===== config.mk =====
export PLATFORM = sky130hd
export DESIGN_NAME = ccu_ctrl_snoop_collector_flat
export DESIGN_NICKNAME = d
export VERILOG_FILES = /design/src/rtl/ccu_ctrl_pkg.sv /design/src/rtl/ccu_ctrl_snoop_collector_if.sv /design/src/rtl/ccu_ctrl_lzc_first.sv /design/src/rtl/ccu_ctrl_snoop_collector.sv /design/src/flat_wrapper.sv
export SDC_FILE = /design/constraint.sdc
export NUM_CORES = 1
export LEC_CHECK = 0
export CORE_AREA = 3 3 147 149
export DETAILED_ROUTE_END_ITERATION = 16
export DIE_AREA = 0 0 150 152
export DONT_BUFFER_PORTS = 1
export GPL_ROUTABILITY_DRIVEN = 0
export HOLD_SLACK_MARGIN = 0.15
export PLACE_DENSITY = 0.39
export SYNTH_ARGS = -nofsm -noshare
export SYNTH_HDL_FRONTEND = slang
export SYNTH_HIERARCHICAL = 1
export SYNTH_SLANG_ARGS = --single-unit
export TNS_END_PERCENT = 10

===== constraint.sdc =====
create_clock -name clk_i -period 1.8 [get_ports clk_i]
set_input_delay 0.36 -clock clk_i [delete_from_list [all_inputs] [get_ports clk_i]]
set_output_delay 0.36 -clock clk_i [all_outputs]
set_load 0.02 [all_outputs]

===== src/rtl/ccu_ctrl_pkg.sv =====
// Shared constants and types for the CCU controller snoop-response collector.
package ccu_ctrl_pkg;

    localparam int CR_WAS_UNIQUE    = 4;
    localparam int CR_IS_SHARED     = 3;
    localparam int CR_PASS_DIRTY    = 2;
    localparam int CR_ERROR         = 1;
    localparam int CR_DATA_TRANSFER = 0;

    typedef enum logic [1:0] {
        ST_IDLE    = 2'd0,
        ST_COLLECT = 2'd1,
        ST_DONE    = 2'd2
    } collector_state_e;

endpackage


===== src/rtl/ccu_ctrl_snoop_collector_if.sv =====
// Snoop-round bundle: round start, per-port CR/CD channels, memory-unit CD push and round summary.
interface ccu_ctrl_snoop_collector_if #(
    parameter int NoMstPorts   = 4,
    parameter int AxiDataWidth = 64
);
    localparam int MstIdxBits = (NoMstPorts > 1) ? $clog2(NoMstPorts) : 1;

    logic                                     start_valid_i;
    logic                                     start_ready_o;
    logic [NoMstPorts-1:0]                    snoop_mask_i;
    logic [NoMstPorts-1:0]                    cr_valid_i;
    logic [NoMstPorts-1:0]                    cr_ready_o;
    logic [NoMstPorts-1:0][4:0]               cr_resp_i;
    logic [NoMstPorts-1:0]                    cd_valid_i;
    logic [NoMstPorts-1:0]                    cd_ready_o;
    logic [NoMstPorts-1:0][AxiDataWidth-1:0]  cd_data_i;
    logic [NoMstPorts-1:0]                    cd_last_i;
    logic [AxiDataWidth-1:0]                  cd_o;
    logic                                     cd_handshake_o;
    logic                                     cd_fifo_full_i;
    logic                                     sum_valid_o;
    logic                                     sum_data_o;
    logic                                     sum_dirty_o;
    logic                                     sum_shared_o;
    logic                                     sum_error_o;
    logic [MstIdxBits-1:0]                    first_responder_o;

    modport master (
        output start_valid_i, snoop_mask_i, cr_valid_i, cr_resp_i,
               cd_valid_i, cd_data_i, cd_last_i, cd_fifo_full_i,
        input  start_ready_o, cr_ready_o, cd_ready_o, cd_o, cd_handshake_o,
               sum_valid_o, sum_data_o, sum_dirty_o, sum_shared_o, sum_error_o,
               first_responder_o
    );

    modport slave (
        input  start_valid_i, snoop_mask_i, cr_valid_i, cr_resp_i,
               cd_valid_i, cd_data_i, cd_last_i, cd_fifo_full_i,
        output start_ready_o, cr_ready_o, cd_ready_o, cd_o, cd_handshake_o,
               sum_valid_o, sum_data_o, sum_dirty_o, sum_shared_o, sum_error_o,
               first_responder_o
    );

endinterface


===== src/rtl/ccu_ctrl_lzc_first.sv =====
// Lowest-index picker: returns the index of the lowest set request bit.
module ccu_ctrl_lzc_first #(
    parameter int NumIn = 4,
    localparam int IdxW = (NumIn > 1) ? $clog2(NumIn) : 1
) (
    input  logic [NumIn-1:0] req,
    output logic [IdxW-1:0]  idx,
    output logic             found
);

    always_comb begin
        idx   = '0;
        found = |req;
        for (int i = NumIn - 1; i >= 0; i--) begin
            if (req[i]) idx = IdxW'(i);
        end
    end

endmodule


===== src/rtl/ccu_ctrl_snoop_collector.sv =====
// Collects CR responses of one snoop round into a summary and forwards the first
// data responder's cache line into the memory-unit CD FIFO, draining all other CD.
module ccu_ctrl_snoop_collector
    import ccu_ctrl_pkg::*;
#(
    parameter int NoMstPorts      = 4,
    parameter int AxiDataWidth    = 64,
    parameter int DcacheLineWidth = 128
) (
    input  logic                     clk_i,
    input  logic                     rst_i,
    ccu_ctrl_snoop_collector_if.slave bus
);

    localparam int DcacheLineWords = DcacheLineWidth / AxiDataWidth;
    localparam int MstIdxBits      = (NoMstPorts > 1) ? $clog2(NoMstPorts) : 1;
    localparam int BeatW           = (DcacheLineWords > 1) ? $clog2(DcacheLineWords) : 1;
    localparam logic [BeatW-1:0] LastBeat = BeatW'(DcacheLineWords - 1);

    collector_state_e state_q, state_d;

    logic [NoMstPorts-1:0]            cr_pending_q, cr_pending_d;
    logic [NoMstPorts-1:0]            cd_pending_q, cd_pending_d;
    logic [NoMstPorts-1:0][BeatW-1:0] beat_cnt_q, beat_cnt_d;
    logic data_q, data_d, dirty_q, dirty_d, shared_q, shared_d, error_q, error_d;
    logic [MstIdxBits-1:0]            first_q, first_d;

    logic [NoMstPorts-1:0] cr_ready, cd_ready, cr_acc, cd_acc, dt_vec;
    logic [NoMstPorts-1:0] was_unique_unused;
    logic [MstIdxBits-1:0] lzc_idx;
    logic                  lzc_found;
    logic                  collect;

    assign collect = (state_q == ST_COLLECT);

    ccu_ctrl_lzc_first #(.NumIn(NoMstPorts)) u_first (
        .req   (dt_vec),
        .idx   (lzc_idx),
        .found (lzc_found)
    );

    always_ff @(posedge clk_i) begin
        if (rst_i) state_q <= ST_IDLE;
        else       state_q <= state_d;
    end

    // Exit on next-state masks so the cycle of the final handshake already moves on.
    always_comb begin
        state_d = state_q;
        case (state_q)
            ST_IDLE:    if (bus.start_valid_i) state_d = (bus.snoop_mask_i == '0) ? ST_DONE : ST_COLLECT;
            ST_COLLECT: if (cr_pending_d == '0 && cd_pending_d == '0) state_d = ST_DONE;
            ST_DONE:    state_d = ST_IDLE;
            default:    state_d = ST_IDLE;
        endcase
    end

    always_comb begin
        bus.start_ready_o = (state_q == ST_IDLE);
        cr_ready          = collect ? cr_pending_q : '0;
        for (int i = 0; i < NoMstPorts; i++) begin
            // Only the forwarded port feels back-pressure from the memory-unit FIFO.
            cd_ready[i] = collect & cd_pending_q[i]
                        & ~(data_q & (first_q == MstIdxBits'(i)) & bus.cd_fifo_full_i);
        end
        bus.cr_ready_o        = cr_ready;
        bus.cd_ready_o        = cd_ready;
        bus.cd_handshake_o    = collect & data_q & bus.cd_valid_i[first_q] & cd_ready[first_q];
        bus.cd_o              = (collect & data_q) ? bus.cd_data_i[first_q] : '0;
        bus.sum_valid_o       = (state_q == ST_DONE);
        bus.sum_data_o        = bus.sum_valid_o & data_q;
        bus.sum_dirty_o       = bus.sum_valid_o & dirty_q;
        bus.sum_shared_o      = bus.sum_valid_o & shared_q;
        bus.sum_error_o       = bus.sum_valid_o & error_q;
        bus.first_responder_o = bus.sum_valid_o ? first_q : '0;
    end

    always_comb begin
        cr_acc = bus.cr_valid_i & cr_ready;
        cd_acc = bus.cd_valid_i & cd_ready;
        for (int i = 0; i < NoMstPorts; i++) begin
            dt_vec[i]            = cr_acc[i] & bus.cr_resp_i[i][CR_DATA_TRANSFER];
            was_unique_unused[i] = bus.cr_resp_i[i][CR_WAS_UNIQUE];
        end
    end

    always_comb begin
        cr_pending_d = cr_pending_q;
        cd_pending_d = cd_pending_q;
        beat_cnt_d   = beat_cnt_q;
        data_d       = data_q;
        dirty_d      = dirty_q;
        shared_d     = shared_q;
        error_d      = error_q;
        first_d      = first_q;
        case (state_q)
            ST_IDLE: begin
                if (bus.start_valid_i) cr_pending_d = bus.snoop_mask_i;
            end
            ST_COLLECT: begin
                cr_pending_d = cr_pending_q & ~cr_acc;
                cd_pending_d = cd_pending_q | dt_vec;
                if (!data_q && lzc_found) begin
                    data_d  = 1'b1;
                    first_d = lzc_idx;
                end
                for (int i = 0; i < NoMstPorts; i++) begin
                    if (cr_acc[i]) begin
                        shared_d = shared_d | bus.cr_resp_i[i][CR_IS_SHARED];
                        error_d  = error_d | bus.cr_resp_i[i][CR_ERROR];
                    end
                    if (dt_vec[i]) dirty_d = dirty_d | bus.cr_resp_i[i][CR_PASS_DIRTY];
                    // The beat counter, not cd_last, decides where the line ends.
                    if (cd_acc[i]) begin
                        if (bus.cd_last_i[i] != (beat_cnt_q[i] == LastBeat)) error_d = 1'b1;
                        if (beat_cnt_q[i] == LastBeat) begin
                            beat_cnt_d[i]   = '0;
                            cd_pending_d[i] = 1'b0;
                        end else begin
                            beat_cnt_d[i] = beat_cnt_q[i] + 1'b1;
                        end
                    end
                end
            end
            default: begin
                cr_pending_d = '0;
                cd_pending_d = '0;
                beat_cnt_d   = '0;
                data_d       = 1'b0;
                dirty_d      = 1'b0;
                shared_d     = 1'b0;
                error_d      = 1'b0;
                first_d      = '0;
            end
        endcase
    end

    always_ff @(posedge clk_i) begin
        if (rst_i) begin
            cr_pending_q <= '0;
            cd_pending_q <= '0;
            beat_cnt_q   <= '0;
            data_q       <= 1'b0;
            dirty_q      <= 1'b0;
            shared_q     <= 1'b0;
            error_q      <= 1'b0;
            first_q      <= '0;
        end else begin
            cr_pending_q <= cr_pending_d;
            cd_pending_q <= cd_pending_d;
            beat_cnt_q   <= beat_cnt_d;
            data_q       <= data_d;
            dirty_q      <= dirty_d;
            shared_q     <= shared_d;
            error_q      <= error_d;
            first_q      <= first_d;
        end
    end

endmodule


===== src/flat_wrapper.sv =====
// flat-port wrapper written by rule: the top's interface ports become plain ports
module ccu_ctrl_snoop_collector_flat import ccu_ctrl_pkg::*;
#(
    parameter int NoMstPorts      = 4,
    parameter int AxiDataWidth    = 64,
    parameter int DcacheLineWidth = 128
)
  (clk_i, rst_i, bus_start_valid_i, bus_snoop_mask_i, bus_cr_valid_i, bus_cr_resp_i, bus_cd_valid_i, bus_cd_data_i, bus_cd_last_i, bus_cd_fifo_full_i, bus_start_ready_o, bus_cr_ready_o, bus_cd_ready_o, bus_cd_o, bus_cd_handshake_o, bus_sum_valid_o, bus_sum_data_o, bus_sum_dirty_o, bus_sum_shared_o, bus_sum_error_o, bus_first_responder_o);
  ccu_ctrl_snoop_collector_if #(.NoMstPorts(NoMstPorts), .AxiDataWidth(AxiDataWidth)) bus_i ();
  input  logic clk_i;
  input  logic rst_i;
  input wire logic [$bits(bus_i.start_valid_i)-1:0] bus_start_valid_i;
  input wire logic [$bits(bus_i.snoop_mask_i)-1:0] bus_snoop_mask_i;
  input wire logic [$bits(bus_i.cr_valid_i)-1:0] bus_cr_valid_i;
  input wire logic [$bits(bus_i.cr_resp_i)-1:0] bus_cr_resp_i;
  input wire logic [$bits(bus_i.cd_valid_i)-1:0] bus_cd_valid_i;
  input wire logic [$bits(bus_i.cd_data_i)-1:0] bus_cd_data_i;
  input wire logic [$bits(bus_i.cd_last_i)-1:0] bus_cd_last_i;
  input wire logic [$bits(bus_i.cd_fifo_full_i)-1:0] bus_cd_fifo_full_i;
  output wire logic [$bits(bus_i.start_ready_o)-1:0] bus_start_ready_o;
  output wire logic [$bits(bus_i.cr_ready_o)-1:0] bus_cr_ready_o;
  output wire logic [$bits(bus_i.cd_ready_o)-1:0] bus_cd_ready_o;
  output wire logic [$bits(bus_i.cd_o)-1:0] bus_cd_o;
  output wire logic [$bits(bus_i.cd_handshake_o)-1:0] bus_cd_handshake_o;
  output wire logic [$bits(bus_i.sum_valid_o)-1:0] bus_sum_valid_o;
  output wire logic [$bits(bus_i.sum_data_o)-1:0] bus_sum_data_o;
  output wire logic [$bits(bus_i.sum_dirty_o)-1:0] bus_sum_dirty_o;
  output wire logic [$bits(bus_i.sum_shared_o)-1:0] bus_sum_shared_o;
  output wire logic [$bits(bus_i.sum_error_o)-1:0] bus_sum_error_o;
  output wire logic [$bits(bus_i.first_responder_o)-1:0] bus_first_responder_o;
  assign bus_i.start_valid_i = bus_start_valid_i;
  assign bus_i.snoop_mask_i = bus_snoop_mask_i;
  assign bus_i.cr_valid_i = bus_cr_valid_i;
  assign bus_i.cr_resp_i = bus_cr_resp_i;
  assign bus_i.cd_valid_i = bus_cd_valid_i;
  assign bus_i.cd_data_i = bus_cd_data_i;
  assign bus_i.cd_last_i = bus_cd_last_i;
  assign bus_i.cd_fifo_full_i = bus_cd_fifo_full_i;
  assign bus_start_ready_o = bus_i.start_ready_o;
  assign bus_cr_ready_o = bus_i.cr_ready_o;
  assign bus_cd_ready_o = bus_i.cd_ready_o;
  assign bus_cd_o = bus_i.cd_o;
  assign bus_cd_handshake_o = bus_i.cd_handshake_o;
  assign bus_sum_valid_o = bus_i.sum_valid_o;
  assign bus_sum_data_o = bus_i.sum_data_o;
  assign bus_sum_dirty_o = bus_i.sum_dirty_o;
  assign bus_sum_shared_o = bus_i.sum_shared_o;
  assign bus_sum_error_o = bus_i.sum_error_o;
  assign bus_first_responder_o = bus_i.first_responder_o;
  ccu_ctrl_snoop_collector #(.NoMstPorts(NoMstPorts), .AxiDataWidth(AxiDataWidth), .DcacheLineWidth(DcacheLineWidth)) u_core (.clk_i(clk_i), .rst_i(rst_i), .bus(bus_i));
endmodule

[Word level (Yosys, flattened, before mapping)]
Cells that the tools add are included.
Storage, ports and cells
  register bits after elaboration: 20
  output and inout port bits: 81
Operators by class
  equal/unequal tests: 16
  mux-type cells: 73
  order comparisons: 1
  bitwise gates (word level): 49
  reduce and logical (&&, ||, !) cells: 15
  add/sub/neg operators: 4
Operators with widths (number)
  $bmux W64 S2: 1
  $mux W64: 2
  $mux W1: 48
  $and A1 B1 Y1: 27
  $pmux W4 S2: 3
  $mux W2: 9
  $and A4 B4 Y4: 3
  $logic_not A4 Y1: 3
  $or A1 B1 Y1: 12
  $reduce_and A2 Y1: 6
  $mux W4: 2
  $ne A2 B1 Y1 const B: 4
  $pmux W1 S2: 4
  $pmux W2 S2: 2
  $eq A2 B2 Y1 const B: 3
  $ne A2 B2 Y1 const B: 3
  $not A1 Y1: 5
  $add A1 B1 Y1 const B: 4
  $bmux W1 S2: 2
  $eq A2 B1 Y1 const B: 2
  $logic_not A2 Y1: 2
  $ne A1 B1 Y1: 4
  $not A4 Y4: 1
  $or A4 B4 Y4: 1
  other kinds (4): 5

[Longest topological paths before layout]
  word-level depth: 23
  depth in mapped cells: 9
  depth with buffers taken out: 7

[Hierarchy]
The synthesis kept the hierarchy.
By module, submodules not included
  ccu_ctrl_snoop_collector: area an instance 3298.2 um^2, instances 1, cells an instance 309, seq. area each 400.4 um^2
  ccu_ctrl_lzc_first: area an instance 35.0 um^2, instances 1, cells an instance 7, seq. area each 0.0 um^2

[Worst setup path after synthesis]
No wires, ideal clock.
  path kind: register to output
  start: reg u_core.first_q[0]
  end: out bus_cd_handshake_o
  data required time: 1.440 ns
  setup slack: -0.060 ns
  cell stages (with the launch flop): 5
  path buffers: 2
  data arrival time: 1.500 ns
  path through: dfxtp_1 > buf_6 > buf_2 > mux4_2 > nor2_1
Between the ends
  longest elaborated chain between the ends: 8
RTL lines
  from (decl): line ccu_ctrl_snoop_collector.sv:26  | logic [MstIdxBits-1:0] first_q, first_d;
  from (signal assigned): line ccu_ctrl_snoop_collector.sv:156  | first_q <= first_d;
  $eq A2 B1 Y1, or another cell as far along: line ccu_ctrl_snoop_collector.sv:64  | & ~(data_q & (first_q == MstIdxBits'(i)) & bus.cd_fifo_full_i);
  $and A1 B1 Y1 (2 in a row): line ccu_ctrl_snoop_collector.sv:64
  $not A1 Y1: line ccu_ctrl_snoop_collector.sv:64
  $and A1 B1 Y1: line ccu_ctrl_snoop_collector.sv:64
  $bmux W1 S2: line ccu_ctrl_snoop_collector.sv:68  | bus.cd_handshake_o = collect & data_q & bus.cd_valid_i[first_q] & cd_ready[first_q];
  $mux W1 (implied by the code): line ccu_ctrl_snoop_collector.sv:68
  $and A1 B1 Y1 *: line ccu_ctrl_snoop_collector.sv:68
  to (decl): line flat_wrapper.sv:24  | output wire logic [$bits(bus_i.cd_handshake_o)-1:0] bus_cd_handshake_o;
Mark *: on every way between the ends. The rest lies on a longest branch, timed or not. The select of a mux whose other input is x is not followed.

[Final worst setup path]
  start: reg u_core.first_q[0]
  end: out bus_cd_o[50]
Between the ends
  longest elaborated chain between the ends: 3
RTL lines
  $bmux W64 S2: line ccu_ctrl_snoop_collector.sv:69  | bus.cd_o = (collect & data_q) ? bus.cd_data_i[first_q] : '0;
  $mux W64 (implied by the code): line ccu_ctrl_snoop_collector.sv:69
  $mux W64: line ccu_ctrl_snoop_collector.sv:69
  to (decl): line flat_wrapper.sv:23  | output wire logic [$bits(bus_i.cd_o)-1:0] bus_cd_o;
Every way passes these cells. The select of a mux whose other input is x is not followed.

==> results.tsv <==
metric	value	unit
max_freq	453	MHz
initial_core_util	16.4	%
synth.distinct_cells	43	
synth_top_area_share	43.9	%
synth-seq-cells	20	
grt_antenna_before_repair	3	
seq_area_frac_synth	12.0	%
drt-pass1-iter-count	4	
via_per_inst	5.14	
grtUsageMet3	5.84	%
root_buffer	clkbuf_16	
synth_area	0.00333	sq mm
met2_usage	23.1	%
crit_arrival	1.85	ns
async_reset_ff_share	0	%
synth_area_per_cell	10.5	sq um
cp_top_family	multiplexers	
finalMaxSlewViolations	0	
ys.flop_type	dfxtp_1	
coreArea	0.0203	sq mm
rsz0062_at_grt	true	
clock_path_buffers	2	
pin_count	377	
path_clk_slew	0.06	ns
cts_tree	done	
die_area	0.0228	sq mm
relSlewSlack	74.6	%
finalSetupViolCount	68	
ant_nets	0	
critical_path_class	reg -> out	
synth-edff-count	0	
use_met1	16.1	%
clk_latency	0.26	ns
grt_pass1_wl	23500	um
layout_min_cycle_time	2.21	ns
remaining_drc_errors	0	
maxCapViolCount	0	
cts_inserted_buffers	3	
pre_cts_ws	-0.259	ns
whs	0.163	ns
fin_nets	649	
grt_overflow_total	0	
syn_nets	612	
vias	3205	
routed_wl	17500	um
crit_required	1.44	ns
critPathBufInv	2	
slowest_stage	mux4_2	
drtIter0Drc	235	
synth_cells	316	
wl_per_cell	28.1	um
area_growth	38.8	%
row_count	52	
place_hpwl	14200	um
setup_slack	-0.406	ns
worstSetupStartpointType	flip-flop	
yosys_warnings	6	
leakage	1.60	nW
ir_worst_vdd	287	uV
status	complete, but fails checks	
finalHoldViolCount	0	
min_path_type	in -> reg	
die_x	150	um
cp_max_fo	11	
grt_use_total	13.6	%
grt_pass1_vias	3487	
h-tree-depth	1	
yosys.area.top_type	mux4_2	
tightest_slew	0.379	ns
grt_max_degree	38	
die_y	152	um
final_core_util	22.8	%
port_buffers	0	
drive_gt1_share	54.0	%
power_density	351	mW/mm^2
finalPower	0.00162	W
end_kind	output port	
finalCritPeriodShare	123	%
clock_skew	0.00491	ns
gr-max-usage-layer	met2	
ys_top_cells_by_area	mux4_2 44%, and3_1 13%, dfxtp_1 12%	
failed_checks	negative setup slack	
clock_sinks	20	
cpPeakStageDelay	0.52	ns
crit_chain	buf_16 > buf_12 > mux4_2 > and3_1	
-- sequential cells by signal (all words and copies together), names as in the netlist --
name,flops
u_core/data_q,1
u_core/beat_cnt_q,4
u_core/cd_pending_q,4
u_core/shared_q,1
u_core/state_q,2
u_core/dirty_q,1
u_core/first_q,2
u_core/cr_pending_q,4
u_core/error_q,1
-- cell families after synthesis --
logic type	count (synthesis)	synth area share [%]
xor gates and xnor gates	7	1.84
DFF	20	12.0
buffers and inverters	42	6.64
AOI/OAI and AO/OA	36	8.11
and+or+nand+nor	145	27.1
muxes	66	44.3
-- power breakdown --
part | total, W | internal [W] | leakage [nW] | switching, W
logic | 0.000496 | 0.000254 | 1.39 | 0.000242
clock network | 0.000629 | 0.000442 | 0.0511 | 0.000187
registers | 0.000498 | 0.000464 | 0.166 | 0.0000340
-- cell type report --
type	count	area, sq um
sequential	20	414
fill	2202	15700
inverter	2	7.51
antenna	2	5.00
multi-input combinational	254	2920
clock buffer	3	75.1
clock inverter	1	30.0
timing repair buffer	72	836
tap	270	338
-- layer usage --
metal / wire (um) / vias to the layer above
li1: - / 1367
met1: 6490 / 1592
met2: 8550 / 230
met3: 2300 / 14
met4: 164 / 2
met5: 13 / -
-- layout by cell type (no fill, tap or decap), drive strengths merged, types with 3 or more instances in the layout --
master / instances
mux4: 65
xnor2: 3
buf: 68
a31oi: 3
and3: 70
nand2b: 6
a211oi: 8
a311o: 3
and2: 17
nand3: 3
dfxtp: 20
xor2: 4
clkbuf: 5
and4b: 6
a22oi: 3
nor2b: 6
a41oi: 5
nor2: 13
a21oi: 8
nand2: 10
-- path summary, 6_finish.rpt --
check / endpoint / startpoint / cells past startpoint / slack (ns)
setup / recovery: bus_cd_o[50] / u_core/first_q[0] / 4 / -0.41
hold / removal: u_core/cd_pending_q[1] / rst_i / 1 / 0.16
setup reg to reg: u_core/state_q[1] / u_core/first_q[0] / 8 / 0.03
hold reg to reg: u_core/first_q[1] / u_core/first_q[1] / 2 / 0.54
-- cells in the mapped netlist, drive strengths merged (2+ instances only) --
master / count
a22oi: 3
nor2: 13
dfxtp: 20
a311o: 3
xnor2: 3
and4b: 6
a31oi: 3
buf: 20
nor3: 2
and4: 2
nor2b: 6
nand4: 2
mux4: 65
nand3b: 2
xor2: 4
nand2: 10
nand3: 3
clkbuf: 20
a211oi: 8
and2: 17
inv: 2
a21oi: 8
nand4b: 2
nand2b: 6
and3: 70
a41oi: 5
-- what timing repair did --
| action | in CTS | in global routing |
|---|---|---|
| pin swaps | 3 | 3 |
| hold endpoints to repair | 1 | 1 |
| setup buffers | 7 | 4 |
| gates cloned | 3 | 2 |
| hold buffers | 1 | 1 |
| resized for setup | 56 | 28 |
| endpoints found under the setup margin | 81 | 84 |
-- stage by stage --
stage	instance area [sq um]	instances	TNS [ns]
floorplan	3340	316	-0.0697
global placement	4000	601	-3.92
detailed placement	4000	601	-4.85
CTS	4460	616	-23.60
global route	4630	624	-26.21
finish	4630	624	-21.32
Power figures use the tool's default switching activity.
